==> src/rtl/rr_mux_arbiter_pkg.sv <==
// Shared definitions for the round-robin mux arbiter.
//   arb_state_t   : arbiter FSM encoding (idle / holding a grant)
//   ARB_MAXN      : largest supported requester count
//   arb_cnt_width : width of the hold counter for a given hold cap
package rr_mux_arbiter_pkg;

    typedef enum logic {ARB_IDLE, ARB_BUSY} arb_state_t;

    localparam int ARB_MAXN = 64;

    // A cap of 0 means "no cap"; keep a 1-bit counter so the width is never zero.
    function automatic int arb_cnt_width(input int maxhold);
        return (maxhold == 0) ? 1 : $clog2(maxhold + 1);
    endfunction

endpackage

==> src/rtl/rr_mux_arbiter_if.sv <==
// Requester-side bus of the round-robin mux arbiter.
//   Req        : per-requester level request
//   Done       : granted requester finishes its transaction this cycle
//   Grant      : one-hot grant (registered)
//   GrantIdx   : binary mux select (registered)
//   GrantValid : a grant is active (registered)
//   Timeout    : one-cycle pulse after a hold-cap forced release
// master modport = arbiter side, slave modport = requester side.
interface rr_mux_arbiter_if #(
    parameter int N = 4
);
    localparam int SELW = $clog2(N);

    logic [N-1:0]    Req;
    logic            Done;
    logic [N-1:0]    Grant;
    logic [SELW-1:0] GrantIdx;
    logic            GrantValid;
    logic            Timeout;

    modport master (
        input  Req, Done,
        output Grant, GrantIdx, GrantValid, Timeout
    );

    modport slave (
        output Req, Done,
        input  Grant, GrantIdx, GrantValid, Timeout
    );
endinterface

==> src/rtl/rr_mux_arbiter_picker.sv <==
// Combinational round-robin winner selection.
//   Req    : request vector
//   Ptr    : index holding highest priority (must be < N)
//   Found  : at least one request is set
//   WinIdx : first requester at or after Ptr, wrapping past N-1 to 0
module rr_picker #(
    parameter int N = 4,
    localparam int SELW = $clog2(N)
) (
    input  logic [N-1:0]    Req,
    input  logic [SELW-1:0] Ptr,
    output logic            Found,
    output logic [SELW-1:0] WinIdx
);
    localparam int SW1 = SELW + 1;
    localparam logic [SW1-1:0] N_W = SW1'(N);

    logic [2*N-1:0]  req_dbl;
    logic [N-1:0]    rot;
    logic [SELW-1:0] rot_idx;
    logic [SW1-1:0]  sum;

    always_comb begin
        // Rotate so that Ptr lands on bit 0; the doubled copy supplies the wrap.
        req_dbl = {Req, Req} >> Ptr;
        rot     = req_dbl[N-1:0];

        Found   = 1'b0;
        rot_idx = '0;
        for (int unsigned i = 0; i < N; i++) begin
            if (!Found && rot[i]) begin
                Found   = 1'b1;
                rot_idx = SELW'(i);
            end
        end

        // Undo the rotation modulo N (valid for non-power-of-two N too).
        sum = {1'b0, rot_idx} + {1'b0, Ptr};
        if (sum >= N_W) begin
            sum = sum - N_W;
        end
        WinIdx = sum[SELW-1:0];
    end
endmodule

==> src/rtl/rr_mux_arbiter.sv <==
// Round-robin arbiter sharing one wide mux among N requesters.
// A grant is held until Done, until the owner drops Req, or until the
// MAXHOLD cap expires; on release the pointer moves past the owner and the
// next winner is granted on the same edge with no idle bubble.
//   clk     : clock, rising edge
//   reset_n : asynchronous active-low reset
//   bus     : requester bus (Req/Done in, Grant/GrantIdx/GrantValid/Timeout out)
module rr_mux_arbiter
    import rr_mux_arbiter_pkg::*;
#(
    parameter int N       = 4,
    parameter int MAXHOLD = 16
) (
    input  logic               clk,
    input  logic               reset_n,
    rr_mux_arbiter_if.master   bus
);
    localparam int SELW = $clog2(N);
    localparam int CNTW = arb_cnt_width(MAXHOLD);
    localparam logic [CNTW-1:0] CAP_LAST = CNTW'((MAXHOLD == 0) ? 0 : MAXHOLD - 1);

    if (N < 2 || N > ARB_MAXN) begin : g_bad_n
        $error("rr_mux_arbiter: N out of range 2..64");
    end

    arb_state_t      state_q, state_d;
    logic [N-1:0]    grant_q, grant_d;
    logic [SELW-1:0] idx_q, idx_d;
    logic            valid_q, valid_d;
    logic            timeout_q, timeout_d;
    logic [SELW-1:0] ptr_q, ptr_d;
    logic [CNTW-1:0] cnt_q, cnt_d;

    logic            release_now;
    logic            cap_hit;
    logic [SELW-1:0] ptr_after;
    logic [SELW-1:0] pick_ptr;
    logic            found;
    logic [SELW-1:0] win_idx;

    // Release decision depends only on inputs and state, so the picker can
    // see the post-release pointer in the same cycle without a loop.
    always_comb begin
        cap_hit     = 1'b0;
        release_now = 1'b0;
        ptr_after   = (idx_q == SELW'(N - 1)) ? '0 : idx_q + SELW'(1);
        pick_ptr    = ptr_q;
        if (state_q == ARB_BUSY) begin
            cap_hit     = (MAXHOLD != 0) && (cnt_q == CAP_LAST) && !bus.Done;
            release_now = bus.Done || !bus.Req[idx_q] || cap_hit;
            if (release_now) begin
                pick_ptr = ptr_after;
            end
        end
    end

    rr_picker #(.N(N)) u_picker (
        .Req    (bus.Req),
        .Ptr    (pick_ptr),
        .Found  (found),
        .WinIdx (win_idx)
    );

    always_comb begin
        state_d   = state_q;
        grant_d   = grant_q;
        idx_d     = idx_q;
        valid_d   = valid_q;
        timeout_d = 1'b0;
        ptr_d     = ptr_q;
        cnt_d     = cnt_q;

        unique case (state_q)
            ARB_IDLE: begin
                if (found) begin
                    grant_d          = '0;
                    grant_d[win_idx] = 1'b1;
                    idx_d            = win_idx;
                    valid_d          = 1'b1;
                    cnt_d            = '0;
                    state_d          = ARB_BUSY;
                end
            end
            ARB_BUSY: begin
                if (release_now) begin
                    ptr_d     = ptr_after;
                    timeout_d = cap_hit;
                    cnt_d     = '0;
                    if (found) begin
                        grant_d          = '0;
                        grant_d[win_idx] = 1'b1;
                        idx_d            = win_idx;
                    end else begin
                        grant_d = '0;
                        valid_d = 1'b0;
                        state_d = ARB_IDLE;
                    end
                end else if (cnt_q != '1) begin
                    cnt_d = cnt_q + CNTW'(1);
                end
            end
            default: state_d = ARB_IDLE;
        endcase
    end

    always_ff @(posedge clk or negedge reset_n) begin
        if (!reset_n) begin
            state_q   <= ARB_IDLE;
            grant_q   <= '0;
            idx_q     <= '0;
            valid_q   <= 1'b0;
            timeout_q <= 1'b0;
            ptr_q     <= '0;
            cnt_q     <= '0;
        end else begin
            state_q   <= state_d;
            grant_q   <= grant_d;
            idx_q     <= idx_d;
            valid_q   <= valid_d;
            timeout_q <= timeout_d;
            ptr_q     <= ptr_d;
            cnt_q     <= cnt_d;
        end
    end

    assign bus.Grant      = grant_q;
    assign bus.GrantIdx   = idx_q;
    assign bus.GrantValid = valid_q;
    assign bus.Timeout    = timeout_q;
endmodule
==> src/flat_wrapper.sv <==
// flat-port wrapper written by rule: the top's interface ports become plain ports
module rr_mux_arbiter_flat import rr_mux_arbiter_pkg::*;
#(
    parameter int N       = 4,
    parameter int MAXHOLD = 16
)
  (clk, reset_n, bus_Req, bus_Done, bus_Grant, bus_GrantIdx, bus_GrantValid, bus_Timeout);
  rr_mux_arbiter_if #(.N(N)) bus_i ();
  input  logic clk;
  input  logic reset_n;
  input wire logic [$bits(bus_i.Req)-1:0] bus_Req;
  input wire logic [$bits(bus_i.Done)-1:0] bus_Done;
  output wire logic [$bits(bus_i.Grant)-1:0] bus_Grant;
  output wire logic [$bits(bus_i.GrantIdx)-1:0] bus_GrantIdx;
  output wire logic [$bits(bus_i.GrantValid)-1:0] bus_GrantValid;
  output wire logic [$bits(bus_i.Timeout)-1:0] bus_Timeout;
  assign bus_i.Req = bus_Req;
  assign bus_i.Done = bus_Done;
  assign bus_Grant = bus_i.Grant;
  assign bus_GrantIdx = bus_i.GrantIdx;
  assign bus_GrantValid = bus_i.GrantValid;
  assign bus_Timeout = bus_i.Timeout;
  rr_mux_arbiter #(.N(N), .MAXHOLD(MAXHOLD)) u_core (.clk(clk), .reset_n(reset_n), .bus(bus_i));
endmodule
==> config.mk <==
export PLATFORM = sky130hd
export DESIGN_NAME = rr_mux_arbiter_flat
export DESIGN_NICKNAME = d
export VERILOG_FILES = /design/src/rtl/rr_mux_arbiter_pkg.sv /design/src/rtl/rr_mux_arbiter_if.sv /design/src/rtl/rr_mux_arbiter_picker.sv /design/src/rtl/rr_mux_arbiter.sv /design/src/flat_wrapper.sv
export SDC_FILE = /design/constraint.sdc
export NUM_CORES = 1
export LEC_CHECK = 0
export ABC_AREA = 1
export BUFFER_PORTS_ARGS = -buffer_cell sky130_fd_sc_hd__buf_2
export CORE_ASPECT_RATIO = 1.2
export CORE_MARGIN = 1.5
export CORE_UTILIZATION = 27
export CTS_CLUSTER_DIAMETER = 50
export CTS_CLUSTER_SIZE = 20
export DETAILED_ROUTE_END_ITERATION = 12
export PLACE_DENSITY = 0.52
export SYNTH_ARGS = -nofsm -noshare
export SYNTH_HDL_FRONTEND = slang
export SYNTH_SLANG_ARGS = --single-unit
export TNS_END_PERCENT = 100
==> constraint.sdc <==
create_clock -name clk -period 2.6 [get_ports clk]
set_input_delay 0.26 -clock clk [delete_from_list [all_inputs] [get_ports clk]]
set_output_delay 0.26 -clock clk [all_outputs]
set_load 0.005 [all_outputs]
==> flow_summary.toml <==
[grt]
met2_usage_pct = 22.9
grt_pass1_vias = 1059
grt_antenna_before_repair = 0
grt_max_degree = 17
grtUsageMet3_pct = 1.35
grtUsageMet1_pct = 15.2
grt.overflow.total = 0
grt_use_total_pct = 12.9
grt_pass1_wl_mm = 4.73
grt-busiest-layer = "met2"

[sta]
fin_crit_ns = 2.63
slew_viol_final = 0
fin_ws_ns = -0.0307
tightest_slew_ns = 0.382
period_share_pct = 101
rsz0062_at_grt = "yes"
fin_skew_ns = 0.00133
finalSetupViolations = 5
hold_viol_final = 0
timing.hold.ws_ns = 0.206
max_freq_ghz = 0.380
max-slew-margin-rel_pct = 74.5

[yosys]
synth_cells = 153
syn_nets = 165
synth_edf_count = 0
synth_flop_cell = "dfrtp_1"
yosysWarnings = 0
yosysUniqueCellTypes = 25
synthXorXnorAreaFrac_pct = 2.24
async_flop_share_pct = 100
synth_commonest_cells = "nand2_1, nand3_1, inv_1, dfrtp_1, nor2_1"
synth_area_leaders = "dfrtp_1, nand3_1, nand2_1"
synth_top_family_by_area = "simple AND/OR/NAND/NOR gates"
muxShareOfSynthArea_pct = 0
synthAdderAreaFrac_pct = 5.32
yosysTopAreaCell = "dfrtp_1"
synth_simple_gate_area_share_pct = 46.6
synth_top_area_share_pct = 34.1
postSynthAreaPerCell_um2 = 7.68
synth_compound_area_share_pct = 3.94
syn_area_mm2 = 0.00117
ys_seq_area_share_pct = 34.1
synth_seq_cells = 16

[detailed_routing]
route.detailed.drc = 0
drt_iter0_markers = 24
drt-total-wl_mm = 2.85
vias_per_cell = 4.52
drtPass1Iterations = 4
ant_nets = 0
dr_total_vias = 1103
wl_per_cell_um = 11.7

[cts]
cts_buffers = 3
htreeDepth = 1
cts_max_path_buffers = 2
root_buffer = "clkbuf_8"
path_clk_slew_ns = 0.06
tritoncts = "yes"
clk_latency_ns = 0.25
clock-sinks = 16

[worst_setup_path]
crit_chain = "ha_2 -> nand2_2 -> nor2_4 -> ha_4 -> nor2_4 -> nand3_4 -> nand2_4 -> buf_6 -> o21ai_4 -> nand3_2 -> nand2_2 -> nand2_2 -> a21oi_2 -> ha_2 -> xnor2_2 -> inv_1 -> nand2_1 -> nand2_2 -> nand2_1 -> nand2_1"
critPathSlowestCell = "dfrtp_1"
rr_startpoint = "u_core.cnt_q[1]"
crit_family = "simple AND/OR/NAND/NOR gates"
crit_start = "u_core.cnt_q[1]"
crit_arrival_ns = 2.78
cp-end-kind = "register"
cp.required_ns = 2.75
cp_max_fo = 7
crit_path_start_kind = "register"
critPathKind = "reg2reg"
cpPeakStageDelay_ns = 0.36
critPathBufInv = 2
path_common_cell = "nand2_2"

[die]
die_y_um = 75.3
num_rows = 26
core_mm2 = 0.00423
die_w_um = 63.2
start_util_pct = 27.8
dieArea_mm2 = 0.00476
pin_count = 15

[placement]
finalWeightedCongestion = 0.863
dp_hpwl_mm = 2.16
io_buffers = 14

[finish]
fin_nets = 201
area_growth_pct = 36.5
drive_gt1_share_pct = 41.5
diodes = 0

[status]
violations = "negative setup slack"
status = "complete, but fails checks"

[run]
max_cap_viol_count = 0

[worst_hold_path]
hp-class = "in2reg"
hold_start = "bus_Done"
-- timing repair --
action	CTS	global route
endpoints found under the setup margin	6	12
pin swaps	18	12
buffers inserted	0	2
resized for setup	15	10
hold buffers	1	0
hold endpoints to repair	16	0
-- final cells by class --
class | instances | area [um2]
clock buffer | 4 | 55.1
multi-input combinational | 115 | 785
tap | 56 | 70.1
timing repair buffer | 33 | 219
inverter | 20 | 75.1
sequential | 16 | 400
fill | 470 | 2630
-- sequential cells by signal, summed over array words and instances (netlist names) --
register               flops
u_core.bus.GrantIdx        2
u_core.bus.Timeout         1
u_core.ptr_q               2
u_core.cnt_q               5
u_core.state_q             1
u_core.bus.Grant           4
u_core.bus.GrantValid      1
-- per-layer routing --
layer	wire (um)	vias up
li1	-	569
met1	1240	519
met2	1510	11
met3	39	4
met4	58	0
met5	0	-
-- kinds of logic (layout without fill, tap and decap cells) --
logic type / after synthesis / count (layout)
AOI/OAI and AO/OA: 7 / 7
DFF: 16 / 16
xor gates and xnor gates: 3 / 3
buffers and inverters: 22 / 57
adders and majority gates: 5 / 5
and+or+nand+nor: 100 / 100
-- metrics by stage --
| step | setup slack, ns | utilization [%] | instance area (um2) | instances | setup TNS, ns |
|---|---|---|---|---|---|
| 6_report | -0.0307 | 37.9 | 1600 | 244 | -0.100 |
| 4_1_cts | -0.111 | 36.4 | 1540 | 242 | -0.497 |
| 3_5_place_dp | -0.245 | 33.6 | 1420 | 237 | -1.15 |
| 2_1_floorplan | 0.000753 | - | 1170 | 153 | 0 |
| 5_1_grt | -0.185 | 37.9 | 1600 | 244 | -0.806 |
| 3_3_place_gp | -0.154 | 33.6 | 1420 | 237 | -0.717 |
-- cell usage in the layout, fill, tap and decap left out, types with 2 or more instances in the layout --
cell / netlist / final
buf_2: 1 / 14
dfrtp_1: 16 / 16
nand2_2: 7 / 12
or4_1: 2 / 2
ha_2: 0 / 2
clkbuf_8: 0 / 4
nor2_4: 1 / 3
inv_1: 18 / 18
nand3_4: 1 / 2
nor2_1: 8 / 6
nand3_2: 5 / 10
nand2_1: 34 / 28
o21ai_1: 3 / 3
nand3_1: 34 / 28
ha_1: 5 / 2
buf_4: 0 / 17
nand2_4: 4 / 5
inv_2: 2 / 2
xor2_1: 2 / 2
-- worst paths after layout --
kind                                       end  slack, ns  cells after the start
setup reg to reg           u_core.bus.Grant[3]      -0.03                     20
hold / removal              u_core.bus.Timeout       0.21                      2
max in group asynchronous  u_core.bus.Grant[1]       1.87                      2
min in group asynchronous      u_core.ptr_q[0]       0.46                      2
setup / recovery           u_core.bus.Grant[3]      -0.03                     20
hold reg to reg            u_core.bus.Grant[2]       0.51                      2
Power is left out: the tool's default activity adds up to more than one toggle a clock period on the data nets, which glitch-free logic cannot reach.
